### config.mk
export PLATFORM = sky130hd
export DESIGN_NAME = pieo_enq_fifo_tracker
export DESIGN_NICKNAME = d
export VERILOG_FILES = /design/src/rtl/pieo_enq_fifo_tracker.sv
export SDC_FILE = /design/constraint.sdc
export NUM_CORES = 1
export LEC_CHECK = 0
export CAP_MARGIN = 20
export CELL_PAD_IN_SITES_DETAIL_PLACEMENT = 1
export CELL_PAD_IN_SITES_GLOBAL_PLACEMENT = 2
export CORE_AREA = 3 3 65 67
export CTS_CLUSTER_DIAMETER = 50
export DETAILED_ROUTE_END_ITERATION = 8
export DIE_AREA = 0 0 68 70
export GPL_TIMING_DRIVEN = 1
export PLACE_DENSITY_LB_ADDON = 0.1
export SLEW_MARGIN = 20
export SYNTH_ARGS = -nofsm -noshare
export SYNTH_HDL_FRONTEND = slang
export SYNTH_SLANG_ARGS = --single-unit
### constraint.sdc
create_clock -name clk -period 3.3 [get_ports clk]
set_clock_uncertainty 0.15 [all_clocks]
set_input_delay 0.66 -clock clk [delete_from_list [all_inputs] [get_ports clk]]
set_output_delay 0.66 -clock clk [all_outputs]
set_load 0.02 [all_outputs]
### src/rtl/pieo_enq_fifo_tracker.sv
// pieo_enq_fifo_tracker
// Tracks per-flow FIFOs that hold data but have no PIEO entry and presents
// them one at a time, round-robin, to the pre-enqueue stage. A FIFO is marked
// enqueued on an accepted trigger and released when post-dequeue serves it.
module pieo_enq_fifo_tracker #(
    parameter int NUM_FIFO          = 3,
    parameter int ID_LOG            = 2,
    parameter int FIFO_STATUS_WIDTH = 12,
    parameter int CNT_WIDTH         = $clog2(NUM_FIFO + 1)
) (
    input  logic                                  clk,
    input  logic                                  rst,
    input  logic [NUM_FIFO*FIFO_STATUS_WIDTH-1:0] fifo_status_depth,
    input  logic                                  pieo_enq_trigger,
    input  logic                                  release_valid,
    input  logic [ID_LOG-1:0]                     release_fifo_id,
    output logic                                  fifos_not_enq_flag,
    output logic [ID_LOG-1:0]                     fifo_id,
    output logic [NUM_FIFO-1:0]                   in_pieo,
    output logic [CNT_WIDTH-1:0]                  enq_count
);

    // Number of set bits in an enqueued-mark bitmap.
    function automatic logic [CNT_WIDTH-1:0] popcount(input logic [NUM_FIFO-1:0] v);
        logic [CNT_WIDTH-1:0] c;
        c = {CNT_WIDTH{1'b0}};
        for (int i = 0; i < NUM_FIFO; i++) begin
            c = c + CNT_WIDTH'(v[i]);
        end
        return c;
    endfunction

    logic [ID_LOG-1:0]    rr_ptr_r;

    logic                 accept_s;
    logic [NUM_FIFO-1:0]  set_s;
    logic [NUM_FIFO-1:0]  clr_s;
    logic [NUM_FIFO-1:0]  in_pieo_next_s;
    logic [NUM_FIFO-1:0]  elig_s;
    logic                 cur_elig_s;
    logic                 hold_s;
    logic [ID_LOG-1:0]    rr_ptr_next_s;
    logic [ID_LOG:0]      cand_s;
    logic                 hit_s;
    logic                 found_s;
    logic [ID_LOG-1:0]    found_id_s;
    logic                 flag_next_s;
    logic [ID_LOG-1:0]    id_next_s;
    logic [CNT_WIDTH-1:0] cnt_next_s;

    // Bitmap update, eligibility, hold decision and round-robin search.
    always_comb begin
        accept_s       = pieo_enq_trigger & fifos_not_enq_flag;
        set_s          = {NUM_FIFO{1'b0}};
        clr_s          = {NUM_FIFO{1'b0}};
        elig_s         = {NUM_FIFO{1'b0}};
        cur_elig_s     = 1'b0;
        cand_s         = {(ID_LOG+1){1'b0}};
        hit_s          = 1'b0;
        found_s        = 1'b0;
        found_id_s     = fifo_id;

        // Out-of-range release ids match no bit, so they are naturally ignored;
        // clearing a bit that is already 0 is likewise a no-op.
        for (int i = 0; i < NUM_FIFO; i++) begin
            set_s[i] = accept_s & (fifo_id == ID_LOG'(i));
            clr_s[i] = release_valid & (release_fifo_id == ID_LOG'(i));
        end
        in_pieo_next_s = (in_pieo | set_s) & ~clr_s;

        for (int i = 0; i < NUM_FIFO; i++) begin
            elig_s[i]  = (fifo_status_depth[i*FIFO_STATUS_WIDTH +: FIFO_STATUS_WIDTH]
                          != {FIFO_STATUS_WIDTH{1'b0}}) & ~in_pieo_next_s[i];
            cur_elig_s = cur_elig_s | ((fifo_id == ID_LOG'(i)) & elig_s[i]);
        end

        // An unserved, still-eligible request keeps its id and the pointer.
        hold_s = fifos_not_enq_flag & ~accept_s & cur_elig_s;

        if (accept_s) begin
            rr_ptr_next_s = (fifo_id == ID_LOG'(NUM_FIFO - 1)) ? {ID_LOG{1'b0}}
                                                                : fifo_id + ID_LOG'(1);
        end else begin
            rr_ptr_next_s = rr_ptr_r;
        end

        // Circular search starting at the next pointer, wrapping mod NUM_FIFO.
        for (int k = 0; k < NUM_FIFO; k++) begin
            cand_s = {1'b0, rr_ptr_next_s} + (ID_LOG+1)'(k);
            cand_s = (cand_s >= (ID_LOG+1)'(NUM_FIFO)) ? cand_s - (ID_LOG+1)'(NUM_FIFO)
                                                        : cand_s;
            for (int i = 0; i < NUM_FIFO; i++) begin
                hit_s      = ~found_s & elig_s[i] & (cand_s == (ID_LOG+1)'(i));
                found_id_s = hit_s ? ID_LOG'(i) : found_id_s;
                found_s    = found_s | hit_s;
            end
        end

        if (hold_s) begin
            flag_next_s = fifos_not_enq_flag;
            id_next_s   = fifo_id;
        end else begin
            flag_next_s = found_s;
            id_next_s   = found_id_s;
        end

        cnt_next_s = popcount(in_pieo_next_s);
    end

    // State and registered outputs with synchronous reset.
    always_ff @(posedge clk) begin
        if (rst) begin
            in_pieo            <= {NUM_FIFO{1'b0}};
            rr_ptr_r           <= {ID_LOG{1'b0}};
            fifos_not_enq_flag <= 1'b0;
            fifo_id            <= {ID_LOG{1'b0}};
            enq_count          <= {CNT_WIDTH{1'b0}};
        end else begin
            in_pieo            <= in_pieo_next_s;
            rr_ptr_r           <= rr_ptr_next_s;
            fifos_not_enq_flag <= flag_next_s;
            fifo_id            <= id_next_s;
            enq_count          <= cnt_next_s;
        end
    end

endmodule

## Word-level counts from Yosys, hierarchy flattened

Cells that the tools add are included.
Widths: inputs -> output; s select.

- Register bits after elaboration: 10
- Output and inout port bits: 8
- Logic and storage cells: 108

- Add/sub/neg operators: 8
- Magnitude comparators: 3
- Eq/ne operators: 10
- Multiplexer cells: 14
- Bitwise logic cells: 58
- Reductions and logical operators: 10

Operator list:

| kind | number |
|---|---|
| $reduce_bool 12->1 | 3 |
| $and 1x1->1 | 32 |
| $mux 2 | 11 |
| $not 1->1 | 13 |
| $or 1x1->1 | 10 |
| $eq 3x1->1 const B | 3 |
| $eq 3x2->1 const B | 3 |
| $logic_not 3->1 | 3 |
| $mux 3 | 3 |
| $reduce_bool 9->1 | 1 |
| $ge 3x2->1 const B | 2 |
| $sub 3x2->3 const B | 2 |
| $eq 2x1->1 const B | 2 |
| $eq 2x2->1 const B | 2 |
| $logic_not 2->1 | 2 |
| $add 2x1->3 const B | 1 |
| $add 2x2->3 const B | 1 |
| $and 3x3->3 | 1 |
| $not 3->3 | 1 |
| $or 3x3->3 | 1 |
| $sub 2x2->3 const B | 1 |
| $add 1x1->2 | 1 |
| $add 2x1->2 | 1 |
| $add 2x1->2 const B | 1 |
| other kinds (2) | 2 |

## Logic depth before layout (Yosys ltp)

- Depth in word-level cells: 40
- Depth in mapped cells: 8

## Least setup slack after synthesis

Ideal clock, no wire load.

- Kind: input to register
- Start point: in pieo_enq_trigger
- End point: reg fifo_id[0]
- Setup time: 0.068 ns
- Data arrival time: 2.154 ns
- Slack: 0.929 ns
- Stages: 8
- Buffers on the path: 0
- Path through: and4bb_1 a21oi_1 inv_1 ha_1 nor2b_1 o21ai_0 a2111o_1 a21oi_2

- Elaborated cells on any way between the ends: 84
- Classes of those cells: add/sub: 5; order compare: 3; eq/ne: 6; mux: 12; bitwise: 53; reduce/logical: 5

RTL lines:

| item | RTL line | source |
|---|---|---|
| start: declaration | 14 | `input logic pieo_enq_trigger,` |
| $and 1x1->1 (*) | 53 | `accept_s = pieo_enq_trigger & fifos_not_enq_flag;` |
| $mux 2 (*) | 80 | `if (accept_s) begin` |
| net rr_ptr_next_s[0] | 42 | `logic [ID_LOG-1:0] rr_ptr_next_s;` |
| $sub 2x2->3 or $ge 2x2->1 (tied branches) | 90 | `cand_s = (cand_s >= (ID_LOG+1)'(NUM_FIFO)) ? cand_s - (ID_LOG+1)'(NUM_FIFO)` |
| $mux 3 | 90 |  |
| $logic_not 3->1 | 93 | `hit_s = ~found_s & elig_s[i] & (cand_s == (ID_LOG+1)'(i));` |
| $and 1x1->1 | 93 |  |
| $not 1->1 | 93 |  |
| [... 22 more ...] | n/a |  |
| $or 1x1->1 | 95 | `found_s = found_s \| hit_s;` |
| $not 1->1 | 93 |  |
| $and 1x1->1 (2 in a row) | 93 |  |
| $or 1x1->1 | 95 |  |
| $not 1->1 | 93 |  |
| $and 1x1->1 (2 in a row) | 93 |  |
| $reduce_bool 9->1 (no line) | n/a |  |
| $reduce_and 2->1 (no line) | n/a |  |
| end signal: assignment | 116 | `fifo_id <= {ID_LOG{1'b0}};` |
| end signal: assignment | 122 | `fifo_id <= id_next_s;` |
| end: declaration | 18 | `output logic [ID_LOG-1:0] fifo_id,` |

The timed path passes the listed nets; every way through them passes the cells marked *.
A chain may end at the register's enable or synchronous reset.

## Worst setup path in the final report

Same ends and word-level chain as after synthesis.

==> metrics.md <==
| Metric | Value |
|---|---|
| Met3 wire length | 146 µm |
| Setup WS post-layout | between 0.4 and 0.5 ns |
| Fillers | 444 |
| Critical-path cell list | clkdlybuf4s50_1 -> and4bb_1 -> a21oi_1 -> inv_1 -> ha_1 -> nor2b_1 -> o21ai_0 -> a2111o_1 -> a21oi_2 |
| Remaining global-route overflow | 0 |
| Post-CTS sizing | 0 |
| Largest net degree at the start of global routing | 11 |
| YS warnings | 0 |
| Area Growth Syn to Fin | 92.3% |
| Hold Path End | rr_ptr_r[0] |
| CP Capture Type | register |
| Initial Util | 17.7% |
| Mapped Cells | 77 |
| Max Cap Viol | 0 |
| Antenna fix cells | 0 |
| Final #Nets | 175 |
| Unique masters post-synth | 31 |
| Ratio of cells with drive above 1 in the final layout | under 10% |
| Max-slew violation count | 0 |
| Antenna viol nets, final | 0 |
| Max Fclk | 347 MHz |
| DRC viols | 0 |
| Gpl congestion | around 0.70 |
| CTS root buf | clkbuf_8 |
| Die width | about 70 µm |
| Number of flops mapped to enable cells by yosys | 0 |
| Mapped Area | about 650 µm² |
| First-pass GRT wire length | 3650 µm |
| RSZ-0062 raised after global routing | false |
| WP data arrival | 2.91 ns |
| Worst R2R Path Depth | 8 |
| Worst R2R End | fifo_id[0] |
| Tightest Pin Transition | 0.438 ns |
| CTS tree | done |
| IO buf count | 49 |
| Vias in the first global route | 847 |
| Relative slew slack | 70.7% |
| Via count | just over 800 |
| DRT met1 WL | 901 µm |
| Static Leak | 0.497 nW |
| HP Class | reg2reg |
| Met2 routed WL | 1180 µm |
| Startpoint Class | input pin |
| Count leader, synth | dfxtp_1 |
| Syn Nets | 122 |
| Postcts setup bufs | 0 |
| Average size of a mapped cell | ~8.5 µm² |
| Final hold viol count | 0 |
| Max FO, Critical Path | 6 |
| H-tree lvl count | 1 |
| CP Class | in2reg |
| Clock Pin Slew Worst Setup and Hold Paths | 0.05 ns |
| Hold Crit Depth | 2 |
| Placeable Area | 0.00369 mm² |
| Critical R2R Launch | fifo_id[1] |
| # rows | 22 |
| Final WL | 2290 µm |
| Sequential area share after synthesis | between 30% and 40% |
| I/O pins | 50 |
| Synth Register Bits | 10 |
| Drt first pass iters | 3 |
| Cell taking the most area after synthesis | dfxtp_1 |
| Async S/R FF share, synth | 0% |
| TNS Setup | 0 ns |
| Place WS | between 0.15 and 0.2 ns |
| Status | complete, no violations |
| Initial antenna violation count | 0 |
| Maximum VDD drop | 130 µV |
| Max layer used | met4 |
| P per Cell Area | ~570 mW/mm² |
| Fin crit share | 87.3% |
| CP max stage delay | around 0.5 ns |
| Min Tclk post-route | around 2.9 ns |
| Ys flop type | dfxtp_1 |
| HP Start | rr_ptr_r[0] |
| Drt wl/cell | approximately 13 µm |
| Die height | 70 µm |
| Hold Buf Count CTS | 0 |
| CTS max path bufs | 2 |
| Post-DP HPWL | 2000 µm |
| Max stage delay cell, worst path | clkdlybuf4s50_1 |
| List of most frequent post-synthesis cells | dfxtp_1 (10), nor4_1 (9), nor2_1 (8), inv_1 (6), nand2_1 (6) |
| Skew-Pair Late Insertion Delay | 0.24 ns |
| Die ar. | 0.00476 mm² |
| Critical Path RT | 3.33 ns |
| Iteration-0 DRC Markers | 9 |
| # clock sinks | 10 |
| Util after Layout | 34.0% |
| Top cell type's share of synthesized area | a little under a third |
| Endpoints failing setup | 0 |
| Top cells by area, synth | dfxtp_1 (31%), nor4_1 (8.6%), nor2_1 (4.6%), ha_1 (3.8%), inv_1 (3.5%) |
| Via density | 4.64 |
| Inserted Clock Buffers | 3 |
| Total Routing Usage GR | 10.2% |
| Worst reg2reg setup slack | 0.91 ns |
[registers in the layout, summed over array words and instances (netlist names)]
signal,cells
fifos_not_enq_flag,1
in_pieo,3
fifo_id,2
enq_count,2
rr_ptr_r,2
[through the flow]
| stage | total power [mW] | instances | area, µm² | hold WS (ns) |
|---|---|---|---|---|
| floorplan | 0.411 | 77 | 652 | 0.316 |
| global placement | 0.558 | 173 | 1200 | 0.349 |
| detailed placement | 0.561 | 173 | 1200 | 0.352 |
| CTS | 0.722 | 177 | 1250 | 0.363 |
| global route | 0.768 | 177 | 1250 | 0.390 |
| finish | 0.712 | 177 | 1250 | 0.358 |
[cells by family (layout without fill, tap and decap cells)]
kind of cell / count (synthesis) / after routing / synth area share (%)
buf+inv: 7 / 59 / 4.03
compound gates: 17 / 17 / 22.3
simple gates: 40 / 40 / 36.1
fa+ha+maj: 3 / 3 / 6.91
flops: 10 / 10 / 30.7
[worst max-delay path, delay by kind of cell]
family / cells / cell delay [ns]
AND/OR/NAND/NOR: 2 / 0.49
buffers and inverters: 2 / 0.59
adder cells (fa/ha/maj): 1 / 0.33
AO/OA/AOI/OAI: 4 / 0.84
[how the worst max path moves through the flow]
stage,from,endpoint,slack (ns),depth (start not counted)
3_5_place_dp,pieo_enq_trigger,fifo_id[0],0.20,9
6_report,pieo_enq_trigger,fifo_id[0],0.42,9
2_1_floorplan,pieo_enq_trigger,fifo_id[0],0.93,8
5_1_grt,pieo_enq_trigger,fifo_id[1],0.24,9
4_1_cts,pieo_enq_trigger,fifo_id[0],0.44,9
3_3_place_gp,pieo_enq_trigger,fifo_id[0],0.26,9
[cell usage in the layout, fill, tap and decap left out, types with 2 or more instances in the layout]
master           netlist  layout
clkbuf_8               0       4
nor2_1                 8       8
nor2b_1                3       3
a311oi_1               2       2
nand3_1                4       4
clkdlybuf4s50_1        0      49
nand2_1                6       6
nor4_1                 9       9
ha_1                   2       2
inv_1                  6       6
and4b_1                2       2
nand4b_1               2       2
dfxtp_1               10      10
a21oi_1                4       4
[metal layers]
metal	vias to the layer above	track usage, %
met5	-	0
met4	0	5.96
met3	5	2.25
met2	37	18.5
met1	383	10.3
li1	397	-
[report_power, final]
| group | switching (mW) | total (mW) | internal (mW) | leakage, nW |
|---|---|---|---|---|
| Combinational | 0.178 | 0.370 | 0.192 | 0.387 |
| Clock | 0.0534 | 0.159 | 0.105 | 0.0288 |
| Sequential | 0.0326 | 0.183 | 0.151 | 0.0817 |
| Total | 0.264 | 0.712 | 0.448 | 0.497 |
[cell type report]
cell class	count	area (µm²)	share of cell area [%]
Timing Repair Buffer	49	490	39.1
Multi-Input combinational cell	60	425	33.9
Sequential cell	10	200	16.0
Tap cell	48	60.1	4.79
Clock buffer	4	55.1	4.39
Inverter	6	22.5	1.80
(Power assumes the default switching activity.)
